--- src/rtl/hazard_unit.sv ---
// hazard_unit -- ID-stage hazard detection for a 5-stage in-order pipeline.
//
// Tracks the destination registers of the instructions in EX, MEM and WB.
// It tells the forward stage where each ID source operand must come from,
// and it sequences the one-cycle load-use stall and the one-cycle
// mispredict flush.
//
// Ports
//   clk_i        pipeline clock, rising edge
//   rst_i        synchronous, active-high reset
//   instr_i      instruction currently in ID
//   id_valid_i   instr_i is real (0 = bubble)
//   mispred_i    EX branch resolved against the always-taken prediction
//   hazard_op_o  {rs2_hit, rs1_hit, rs2_src[1:0], rs1_src[1:0]}
//                src: 00 = EX, 01 = MEM, 11 = WB, 10 = none
//   branch_o     ID instruction is B-type
//   stall_o      hold PC and IF/ID, bubble into EX
//   flush_o      squash IF/ID and ID/EX
//
// Build option
//   HAZARD_WB_FWD_EN  report WB-entry matches (source 11). When it is left
//                     undefined, the register file writes through, so WB
//                     matches are ignored.
//
// state    | meaning
// ---------+------------------------------------------------------------
// RUN      | normal flow, tracker shifts and captures the ID instruction
// LDSTALL  | one-cycle load-use stall, bubble shifted into EX
// FLUSH    | one-cycle squash after a mispredict, bubble shifted into EX

module hazard_unit (
   input  logic        clk_i,
   input  logic        rst_i,
   input  logic [31:0] instr_i,
   input  logic        id_valid_i,
   input  logic        mispred_i,
   output logic [5:0]  hazard_op_o,
   output logic        branch_o,
   output logic        stall_o,
   output logic        flush_o
);

   localparam logic [1:0] ST_RUN     = 2'd0;
   localparam logic [1:0] ST_LDSTALL = 2'd1;
   localparam logic [1:0] ST_FLUSH   = 2'd2;

   localparam logic [6:0] OP_LOAD  = 7'b0000011;
   localparam logic [6:0] OP_STORE = 7'b0100011;
   localparam logic [6:0] OP_BR    = 7'b1100011;
   localparam logic [6:0] OP_FENCE = 7'b0001111;
   localparam logic [6:0] OP_LUI   = 7'b0110111;
   localparam logic [6:0] OP_AUIPC = 7'b0010111;
   localparam logic [6:0] OP_JAL   = 7'b1101111;
   localparam logic [6:0] OP_REG   = 7'b0110011;

   localparam logic [5:0] OP_STALL = 6'b001111;
   localparam logic [5:0] OP_FLUSH = 6'b000111;

   // Tracker entry: {valid, rd[4:0], is_load}; index 0 = EX, 1 = MEM, 2 = WB.
   logic [6:0] trk [3];
   logic [1:0] state;
   logic [1:0] state_nxt;

   logic [6:0] opcode;
   logic [4:0] rd;
   logic [4:0] rs1;
   logic [4:0] rs2;
   logic       use_rs1;
   logic       use_rs2;
   logic       writes_rd;
   logic [6:0] id_entry;

   assign opcode    = instr_i[6:0];
   assign rd        = instr_i[11:7];
   assign rs1       = instr_i[19:15];
   assign rs2       = instr_i[24:20];
   assign use_rs1   = !(opcode == OP_LUI || opcode == OP_AUIPC || opcode == OP_JAL);
   assign use_rs2   = (opcode == OP_REG) || (opcode == OP_STORE) || (opcode == OP_BR);
   assign writes_rd = !(opcode == OP_STORE || opcode == OP_BR || opcode == OP_FENCE);
   assign id_entry  = {id_valid_i & writes_rd, rd, opcode == OP_LOAD};
   assign branch_o  = (opcode == OP_BR);

   // x0 is never a hazard: an rs of zero can never match.
   function automatic logic match(input logic [6:0] ent, input logic [4:0] rs,
                                  input logic used);
      return used && (rs != 5'd0) && ent[6] && (ent[5:1] == rs);
   endfunction

   logic rs1_ex, rs1_mem, rs1_wb;
   logic rs2_ex, rs2_mem, rs2_wb;

   assign rs1_ex  = match(trk[0], rs1, use_rs1);
   assign rs2_ex  = match(trk[0], rs2, use_rs2);
   assign rs1_mem = match(trk[1], rs1, use_rs1);
   assign rs2_mem = match(trk[1], rs2, use_rs2);
`ifdef HAZARD_WB_FWD_EN
   assign rs1_wb  = match(trk[2], rs1, use_rs1);
   assign rs2_wb  = match(trk[2], rs2, use_rs2);
`else
   assign rs1_wb  = 1'b0;
   assign rs2_wb  = 1'b0;
`endif

   // Fields that nothing downstream consumes; kept so the tracker stays uniform.
   logic unused_bits;
   assign unused_bits = ^{instr_i[31:25], instr_i[14:12], trk[1][0], trk[2]};

   logic       rs1_hit, rs2_hit;
   logic [1:0] rs1_src, rs2_src;
   logic [5:0] op_run;
   logic       load_use;

   assign rs1_hit = id_valid_i & (rs1_ex | rs1_mem | rs1_wb);
   assign rs2_hit = id_valid_i & (rs2_ex | rs2_mem | rs2_wb);

   // Youngest producer wins: EX > MEM > WB.
   always_comb begin
      rs1_src = 2'b10;
      if (rs1_ex)       rs1_src = 2'b00;
      else if (rs1_mem) rs1_src = 2'b01;
      else if (rs1_wb)  rs1_src = 2'b11;
      rs2_src = 2'b10;
      if (rs2_ex)       rs2_src = 2'b00;
      else if (rs2_mem) rs2_src = 2'b01;
      else if (rs2_wb)  rs2_src = 2'b11;
   end

   assign op_run   = (rs1_hit | rs2_hit) ? {rs2_hit, rs1_hit, rs2_src, rs1_src} : 6'd0;
   assign load_use = id_valid_i & trk[0][0] & (rs1_ex | rs2_ex);

   logic shift_en;
   logic ins_bubble;

   always_comb begin
      state_nxt   = ST_RUN;
      shift_en    = 1'b1;
      ins_bubble  = 1'b0;
      stall_o     = 1'b0;
      flush_o     = 1'b0;
      hazard_op_o = op_run;
      case (state)
         ST_RUN: begin
            if (mispred_i) begin
               // The ID instruction is wrong-path; do not track it.
               state_nxt  = ST_FLUSH;
               ins_bubble = 1'b1;
            end else if (load_use) begin
               // Hold the tracker so the load is still in EX during the stall
               // and reaches MEM exactly when the consumer resumes.
               state_nxt = ST_LDSTALL;
               shift_en  = 1'b0;
            end
         end
         ST_LDSTALL: begin
            stall_o     = 1'b1;
            hazard_op_o = OP_STALL;
            ins_bubble  = 1'b1;
            if (mispred_i) state_nxt = ST_FLUSH;
         end
         ST_FLUSH: begin
            flush_o     = 1'b1;
            hazard_op_o = OP_FLUSH;
            ins_bubble  = 1'b1;
         end
         default: ;
      endcase
   end

   always_ff @(posedge clk_i) begin
      if (rst_i) begin
         state  <= ST_RUN;
         trk[0] <= 7'd0;
         trk[1] <= 7'd0;
         trk[2] <= 7'd0;
      end else begin
         state <= state_nxt;
         if (shift_en) begin
            trk[2] <= trk[1];
            trk[1] <= trk[0];
            trk[0] <= ins_bubble ? 7'd0 : id_entry;
         end
      end
   end

endmodule
--- config.mk ---
export PLATFORM = sky130hd
export DESIGN_NAME = hazard_unit
export DESIGN_NICKNAME = d
export VERILOG_FILES = /design/src/rtl/hazard_unit.sv
export SDC_FILE = /design/constraint.sdc
export NUM_CORES = 1
export LEC_CHECK = 0
export ABC_AREA = 1
export BUFFER_PORTS_ARGS = -buffer_cell sky130_fd_sc_hd__buf_2
export CAP_MARGIN = 20
export CORE_UTILIZATION = 45
export DETAILED_ROUTE_END_ITERATION = 8
export PLACE_DENSITY = 0.84
export SLEW_MARGIN = 30
export SYNTH_ARGS = -nofsm -noshare
export SYNTH_HDL_FRONTEND = slang
export SYNTH_SLANG_ARGS = --single-unit
--- constraint.sdc ---
create_clock -name clk_i -period 2.6 [get_ports clk_i]
set_input_delay 0.52 -clock clk_i [delete_from_list [all_inputs] [get_ports clk_i]]
set_output_delay 0.52 -clock clk_i [all_outputs]
set_load 0.02 [all_outputs]
# == Yosys cells after proc, flatten, opt, wreduce, memory -nomap -nowiden ==
# Memories as Yosys holds them, arrays and structs flattened.
# Cells that the tools add are included.
# W data, S select, Z words.
# classes
n_mux,26
bitwise,12
n_eq_ne,14
n_reduce_logical,22
# ops
op,count
$mux W7,4
$eq A7 B6 Y1 const B,3
$eq A5 B5 Y1,4
$eq A7 B7 Y1 const B,2
$mux W1,12
$mux W2,6
$pmux W6 S2,1
$logic_and A1 B1 Y1,10
$reduce_bool A5 Y1,2
$eq A7 B2 Y1 const B,1
$eq A7 B4 Y1 const B,1
$eq A7 B5 Y1 const B,1
$or A1 B1 Y1,7
$logic_or A1 B1 Y1,6
$mux W6,1
$and A1 B1 Y1,5
$pmux W2 S2,1
$eq A2 B1 Y1 const B,1
$eq A2 B2 Y1 const B,1
$logic_not A1 Y1,2
$logic_not A2 Y1,1
$pmux W1 S2,1
$reduce_or A2 Y1,1
# totals
regBits,2
memories,1
output_inout_bits,9
wordCells,76
mem_bits_rw,21
# memory_table
memory,depth,width,read_ports,rd_ports_with_merged_regs,wr,line,rtl
trk,3,7,2,0,3,60,logic [6:0] trk [3];

# == Depth between registers and ports, before layout ==
# Gate-level depths: netlist (run 1).
# logic_depth
word_depth,16
depth_mapped,11
mapped_depth_nobuf,11

# == Least setup slack after synthesis (run 1) ==
# Ideal clock, no wire load.
# synth_path
path_kind,input port to output port
start,input instr_i[1]
end,output hazard_op_o[1]
arrival_time_ps,1495
path_slack_ps,585
path_buffers,0
stages,6
cell_sequence,nand2_1 nor2_1 nand3_1 nor2_1 o21ai_1 o21ai_1
# synth_via
elab_chain_cells,12
# synth_lines
element,line,rtl
"start, declared",34,"input logic [31:0] instr_i,"
$eq A7 B6 Y1 / $eq A7 B5 Y1 (equally long branches),77,assign use_rs1 = !(opcode == OP_LUI || opcode == OP_AUIPC || opcode == OP_JAL);
$logic_or A1 B1 Y1 (2 in series),77,
$logic_not A1 Y1,77,
$logic_and A1 B1 Y1 (3 in series),86,return used && (rs != 5'd0) && ent[6] && (ent[5:1] == rs);
$or A1 B1 Y1,113,assign rs1_hit = id_valid_i & (rs1_ex | rs1_mem | rs1_wb);
$and A1 B1 Y1,113,
$or A1 B1 Y1,128,"assign op_run = (rs1_hit | rs2_hit) ? {rs2_hit, rs1_hit, rs2_src, rs1_src} : 6'd0;"
$mux W6 *,128,
$pmux W6 S2 *,141,case (state)
"end, declared",37,"output logic [5:0] hazard_op_o,"
# Mark *: on every way between the ends. The rest lies on a longest branch, timed or not.

==> metrics.txt, run 1 <==
outcome completed; number of post-CTS setup repair buffers 0; GRT overflow 0; Setup-failing EPs final 0; commonest non-fill, non-tap cells in the layout 77 x nand2_1, 35 x inv_1, 35 x nor2_1; port bufs 34; PD cells 344 nW/um2; Leakage 0.841 nW; Worst Path Max Fanout 3; starting DRC count in detailed routing 51; worst r2r dst trk[0][5]$_SDFFCE_PP0P_; vias after detailed routing 1362; Mapped Cells 213; Worst EP required 2080 ps; Max-Cap Viols 0; Yosys reg bits 15; internal power 0.371 mW; I/O pin count 45; CTS tree done; Distinct cells, synth 23; register share of total power 51.5%; first-pass GRT wire length 4860 um; Clock power frac 26.2%; XOR/XNOR Fraction of Synth Area 0.669%; Worst-Skew Late Latency 290 ps; GP Congestion 0.974; Die W 56.0 um; vias in the first global route 1124; Worst R2R Path Depth 9; Worst-path clk slew 90 ps; Finished Layout Cells 283; commonest non-fill, non-tap cell in the layout nand2_1; area added between synthesis and finish 18.6%; Max VDD drop 328 uV; setup tns final 0 ps; vias per cell 4.81; CTS buffer count 3; minimum clock period 2220 ps; Fin Clk Skew 6.98 ps; clock tree buffer depth 2; # hold bufs at CTS 0; sequential element share of the synthesized area 32.9%; fraction of layout cells with a size suffix above 1 20.6%; Post-layout nets 293; worst rel slew slack 79.9%; YS warnings 0; Rows 19; Reg2Reg Launch Point trk[0][5]$_SDFFCE_PP0P_; Syn Area/Cell 6.15 um2; Final WS setup 378 ps; Least-Margin Pin Slew 298 ps; simple-gate share of the synthesized area 48.2%; Clk Tree Root Cell clkbuf_4; drt total wl 2830 um; ant diodes 0; ANT nets after route 0; Compound-Gate Fraction of Synth Area 3.53%; Routed WL per cell 10.0 um; largest net degree at the start of global routing 12; Worst Setup End Kind output port; Yosys top cell by area edfxtp_1; critical path startpoint category register; post-synthesis adder-cell area fraction 3.82%; GRT Util Overall 19.8%; synthesized area 1310 um2; CP Capture Point hazard_op_o[1]; final critical-path share of the clock period 85.4%; H-tree levels 1; WP data arrival 1700 ps; Logic pwr share 22.3%; unrepaired setup endpoints after global routing false; placed insts 279; drt pass-1 iters 4; Initial Util 47.5%; CORE AREA 2760 um2; largest cells by area after synthesis edfxtp_1 30%, nand2_1 22%, inv_1 10%, nor2_1 10%, nand3_1 4.6%; clk sink count 15; DRC 0; Peak Freq 0.450 GHz; post_cts resized 0; Slew Viols, Final 0; die area 3130 um2; critical path type register to output port; r2r setup slk 790 ps; Setup crit start trk[0][5]$_SDFFCE_PP0P_; Sw Share 30.6%; syn nets 253; Power Total 0.534 mW; initial antenna violation count 0; hpwl dp 2410 um; worst slack, placed 420 ps; post-synth top area share 29.8%; largest family of logic cells by synthesized area simple AND/OR/NAND/NOR gates; Hold Path Class input pin to register; die height 56.0 um; post-synthesis mux area share 0%; Net Sw Power 0.163 mW; final hold violations 0
==> critical path, cell delays in order, from the launching register on <==
cell,delay (ps)
edfxtp_1,450
inv_1,120
nand2_1,70
a21oi_1,120
nand3_1,130
nor2_2,140
o21ai_1,90
o21ai_1,120
buf_2,180
==> how the worst min path moves through the flow <==
stage | cells past startpoint | start | slack, ps | to
2_1_floorplan | 2 | trk[0][1]$_SDFFCE_PP0P_ | 580 | trk[0][8]$_SDFFCE_PN0P_
3_3_place_gp | 2 | trk[0][1]$_SDFFCE_PP0P_ | 620 | trk[0][8]$_SDFFCE_PN0P_
3_5_place_dp | 2 | trk[0][1]$_SDFFCE_PP0P_ | 620 | trk[0][8]$_SDFFCE_PN0P_
4_1_cts | 2 | rst_i | 400 | state[1]$_SDFF_PP0_
5_1_grt | 2 | rst_i | 410 | state[1]$_SDFF_PP0_
6_report | 2 | rst_i | 400 | state[1]$_SDFF_PP0_
==> power groups by stage <==
| stage | combinational (mW) | clock (mW) | sequential [mW] |
|---|---|---|---|
| after floorplan | 0.0747 | 0 | 0.278 |
| after global placement | 0.117 | 0 | 0.280 |
| after detailed placement | 0.118 | 0 | 0.280 |
| after CTS | 0.119 | 0.142 | 0.275 |
| after global routing | 0.136 | 0.152 | 0.276 |
| final | 0.119 | 0.140 | 0.275 |
==> metrics by stage <==
| step | util [%] | area (um2) | hold WS [ps] |
|---|---|---|---|
| final | 56.4 | 1550 | 405 |
| after global routing | 56.4 | 1550 | 408 |
| after floorplan | - | 1310 | 578 |
| after detailed placement | 55.4 | 1530 | 623 |
| after global placement | 55.4 | 1530 | 623 |
| after CTS | 56.4 | 1550 | 399 |
==> final cells by class <==
class | instances | area [um2]
well taps | 31 | 38.8
repair buffers | 35 | 178
inverters | 38 | 143
clock buffers | 3 | 22.5
multi-input cells | 160 | 737
flip-flops and latches | 15 | 430
fillers | 282 | 1200
clock inverters | 1 | 5.00
==> state kept, by name, summed over array words and instances (netlist names) <==
register	flops
state	2
trk	13
==> kinds of logic after synthesis <==
group	Yosys count
simple gates	147
buf+inv	38
flops	15
compound gates	8
fa+ha+maj	4
xor+xnor	1
==> layer usage <==
| metal | up-vias | track usage (%) | wire [um] |
|---|---|---|---|
| met1 | 571 | 28.6 | 1340 |
| met2 | 50 | 30.5 | 1250 |
| met4 | 0 | 7.32 | 45 |
| li1 | 736 | - | - |
| met5 | - | 0 | 0 |
| met3 | 5 | 2.33 | 203 |
==> Yosys cell counts <==
master    number
nand3_1       12
and3_1         1
nor3_1         4
nor2_2         4
nand4_1        5
or2_0          1
inv_2          3
a21o_1         1
o311ai_0       1
a21oi_1        3
o21ai_0        1
nor4_1         1
xnor2_1        1
nor3b_1        1
inv_1         35
o21ai_1        2
nor2_1        35
nand2_2        5
nand3_4        1
ha_1           4
dfxtp_1        2
nand2_1       77
edfxtp_1      13
Power figures use the tool's default switching activity.
==> inputs of run 2 (changes only) <==
Settings changed: RECOVER_POWER set to 50.
==> metrics.txt, run 2 (synthesis results as in run 1) <==
CP Capture Point hazard_op_o[1]; Reg2Reg Launch Point trk[0][5]$_SDFFCE_PP0P_; ant diodes 0; Min-Delay Path Depth 2; Post-layout nets 293; post_cts resized 0; hpwl dp 2410 um; first-pass GRT wire length 4860 um; Peak Freq 0.444 GHz; biggest regs trk: 13 flops, state: 2 flops; Crit path buffers/inverters 2; Critical Path Stages 8; worst r2r dst trk[0][5]$_SDFFCE_PP0P_; Worst Setup End Kind output port; minimum clock period 2250 ps; Setup crit start trk[0][5]$_SDFFCE_PP0P_; CP max-delay cell edfxtp_1; Clk Tree Root Cell clkbuf_4; worst slack, placed 420 ps; r2r setup slk 760 ps; CTS tree done; final critical-path share of the clock period 86.7%; DRC 0; die height 56.0 um; commonest non-fill, non-tap cell in the layout nand2_1; fraction of layout cells with a size suffix above 1 17.5%; Rows 19; Worst EP required 2080 ps; register with the most flip-flops trk; clock tree buffer depth 2; Fin Clk Skew 7.18 ps; Setup-failing EPs final 0; Routed WL per cell 10.0 um; placed insts 279; critical path cell sequence inv_1 > nand2_1 > a21oi_1 > nand3_1 > nor2_1 > o21ai_1 > o21ai_1 > buf_2; Worst Path Max Fanout 3; worst rel slew slack 79.9%; commonest non-fill, non-tap cells in the layout 80 x nand2_1, 37 x nor2_1, 35 x inv_1; largest net degree at the start of global routing 12; Critical Path Max Stage Delay 450 ps; area added between synthesis and finish 16.5%; outcome completed; starting DRC count in detailed routing 49; Initial Util 47.5%; port bufs 34; Finished Layout Cells 283; I/O pin count 45; cell family with most CP delay flip-flops; Max-Cap Viols 0; final hold violations 0; vias in the first global route 1124; WP data arrival 1730 ps; GP Congestion 0.974; Hold Path Class input pin to register; H-tree levels 1; PD cells 348 nW/um2; Power Total 0.531 mW; number of post-CTS setup repair buffers 0; Die W 56.0 um; GRT Util Overall 19.8%; Worst R2R Path Depth 9; initial antenna violation count 0; drt total wl 2840 um; setup tns final 0 ps; unrepaired setup endpoints after global routing false; Worst-Skew Late Latency 290 ps; Least-Margin Pin Slew 298 ps; critical path startpoint category register; vias per cell 4.82; ANT nets after route 0; Fill cells 289; clk sink count 15; critical path type register to output port; # hold bufs at CTS 0; drt pass-1 iters 4; GRT overflow 0; Max VDD drop 328 uV; die area 3130 um2; CTS buffer count 3; Leakage 0.830 nW; CORE AREA 2760 um2; vias after detailed routing 1365; Worst-path clk slew 90 ps; most frequent CP cell o21ai_1; Final WS setup 346 ps; max FFs per register 13; Slew Viols, Final 0
[run 2: changes by cell type in the layout (fill, tap and decap cells not counted)]
| cell | change |
|---|---|
| nand2_2 | -3 |
| nor2_2 | -2 |
| nor2_1 | +2 |
| nand3_4 | -1 |
| buf_2 | -2 |
| clkbuf_1 | +2 |
| nand3_1 | +1 |
| nand2_1 | +3 |
[run 2: per-stage QoR]
step / utilization [%] / area [um2] / hold slack (ps)
floorplan: - / 1310 / 578
global placement: 55.4 / 1530 / 623
detailed placement: 55.4 / 1530 / 623
CTS: 56.4 / 1550 / 399
global route: 55.4 / 1530 / 408
finish: 55.4 / 1530 / 407
[run 2: area by class of cell]
| type | instances | area (um2) | area share (%) |
|---|---|---|---|
| Tap cell | 31 | 38.8 | 2.54 |
| Clock inverter | 1 | 5.00 | 0.328 |
| Timing Repair Buffer | 35 | 175 | 11.5 |
| Inverter | 38 | 143 | 9.34 |
| Multi-Input combinational cell | 160 | 712 | 46.6 |
| Sequential cell | 15 | 430 | 28.2 |
| Clock buffer | 3 | 22.5 | 1.48 |
[run 2: routing by layer]
metal  wire length [um]  track usage, %
met1               1340            28.6
met2               1260            30.5
met5                  0               0
met4                 45            7.32
met3                204            2.33
[run 2: how the worst min path moves through the flow]
stage | startpoint | endpoint | slack [ps]
floorplan | trk[0][1]$_SDFFCE_PP0P_ | trk[0][8]$_SDFFCE_PN0P_ | 580
global placement | trk[0][1]$_SDFFCE_PP0P_ | trk[0][8]$_SDFFCE_PN0P_ | 620
detailed placement | trk[0][1]$_SDFFCE_PP0P_ | trk[0][8]$_SDFFCE_PN0P_ | 620
CTS | rst_i | state[1]$_SDFF_PP0_ | 400
global route | rst_i | state[1]$_SDFF_PP0_ | 410
finish | rst_i | state[1]$_SDFF_PP0_ | 410
[run 2: power by group]
part | switching [mW] | total (mW) | internal [mW]
clock | 0.0828 | 0.140 | 0.0572
combinational | 0.0723 | 0.116 | 0.0439
sequential | 0.00672 | 0.275 | 0.268
==> inputs of run 3 (changes only) <==
Settings changed: BUFFER_PORTS_ARGS -buffer_cell sky130_fd_sc_hd__buf_2 to not set, DONT_BUFFER_PORTS set to 1, PLACE_DENSITY 0.84 to 0.71.
Clock period 2.6 ns to 2.85 ns, I/O delays scaled along.
==> metrics.txt, run 3 (synthesis results as in run 1) <==
outcome completed; Max-Cap Viols 0; r2r setup slk 900 ps; GRT overflow 0; fraction of layout cells with a size suffix above 1 5.48%; Worst-path clk slew 90 ps; Routed WL per cell 11.4 um; Peak Freq 0.422 GHz; die height 56.0 um; drt pass-1 iters 4; setup tns final 0 ps; number of post-CTS setup repair buffers 0; unrepaired setup endpoints after global routing false; port bufs 0; hold path start rst_i; critical path type register to output port; Power Total 0.451 mW; clk sink count 15; hpwl dp 2410 um; vias in the first global route 1089; Worst Path Max Fanout 3; Reg2Reg Launch Point trk[0][5]$_SDFFCE_PP0P_; DRC 0; post_cts resized 0; Worst R2R Path Depth 9; area added between synthesis and finish 4.01%; worst rel slew slack 72.0%; biggest regs trk: 13 flops, state: 2 flops; Critical Path Max Stage Delay 430 ps; WP data arrival 1800 ps; GP Congestion 0.825; # hold bufs at CTS 0; Leakage 0.693 nW; final critical-path share of the clock period 83.2%; Initial Util 47.5%; Die W 56.0 um; first-pass GRT wire length 4680 um; final core occ 49.4%; Clk Tree Root Cell clkbuf_4; Crit path buffers/inverters 1; CP max-delay cell edfxtp_1; cell family with most CP delay compound AO/OA/AOI/OAI gates; Setup-failing EPs final 0; critical path startpoint category register; final hold violations 0; drt total wl 2860 um; ant diodes 0; Max VDD drop 225 uV; post-route cell area 1360 um2; vias per cell 4.94; ANT nets after route 0; minimum clock period 2370 ps; Slew Viols, Final 0; clock tree buffer depth 2; CORE AREA 2760 um2; H-tree levels 1; CTS buffer count 3; Min Hold Slack 351 ps; die area 3130 um2; PD cells 331 nW/um2; most frequent CP cell o21ai_1; critical path cell sequence inv_1 > nand2_1 > a21oi_1 > nand3_1 > nor2_1 > o21ai_1 > o21ai_1; Worst-Skew Late Latency 280 ps; Least-Margin Pin Slew 417 ps; Worst EP required 2280 ps; Worst Setup End Kind output port; worst r2r dst trk[0][0]$_SDFFCE_PP0P_; max FFs per register 13; Worst Hold End state[1]$_SDFF_PP0_; Hold Path Class input pin to register; Fin Clk Skew 2.36 ps; starting DRC count in detailed routing 46; placed instance area 1360 um2; I/O pin count 45; commonest non-fill, non-tap cells in the layout 80 x nand2_1, 37 x nor2_1, 35 x inv_1; initial antenna violation count 0; Post-layout nets 260; Min-Delay Path Depth 1; GRT Util Overall 19.4%; vias after detailed routing 1236; commonest non-fill, non-tap cell in the layout nand2_1; CTS tree done; largest net degree at the start of global routing 10; register with the most flip-flops trk; Rows 19
==> run 3: cell types whose count changed in the layout (fill, tap and decap cells not counted), sizes merged <==
cell	previous run	this run
clkbuf	5	4
buf	33	1
==> run 3: stage by stage <==
stage	setup WS, ps	std cells
finish	478	250
global route	244	250
CTS	496	250
detailed placement	589	246
global placement	609	246
floorplan	735	213
==> run 3: layer usage <==
| layer | vias up | routed length (um) | track usage [%] |
|---|---|---|---|
| met5 | - | 0 | 0 |
| met4 | 0 | 48 | 9.41 |
| met3 | 4 | 133 | 2.56 |
| met2 | 33 | 1230 | 29.8 |
| met1 | 525 | 1450 | 27.1 |
| li1 | 674 | - | - |
==> run 3: layout make-up <==
class	instances	area, um2
Clock inverter	1	5.00
Clock buffer	3	22.5
Timing Repair Buffer	2	11.3
Fill cell	297	1400
Sequential cell	15	430
Tap cell	31	38.8
Inverter	38	143
Multi-Input combinational cell	160	712
==> run 3: power breakdown <==
group          total (mW)  internal [mW]  leakage [nW]  switching [mW]
sequential          0.251          0.245         0.174         0.00650
combinational      0.0790         0.0271         0.502          0.0519
clock               0.121         0.0520        0.0177          0.0689
total               0.451          0.324         0.693           0.127
==> run 3: how the worst max path moves through the flow <==
stage	endpoint	slack, ps	startpoint	cells after the start
after floorplan	hazard_op_o[1]	740	instr_i[1]	6
after global placement	hazard_op_o[1]	610	instr_i[1]	6
after detailed placement	hazard_op_o[1]	590	instr_i[1]	6
after CTS	hazard_op_o[4]	500	trk[0][1]$_SDFFCE_PP0P_	8
after global routing	hazard_op_o[1]	240	trk[0][3]$_SDFFCE_PP0P_	7
final	hazard_op_o[1]	480	trk[0][5]$_SDFFCE_PP0P_	7
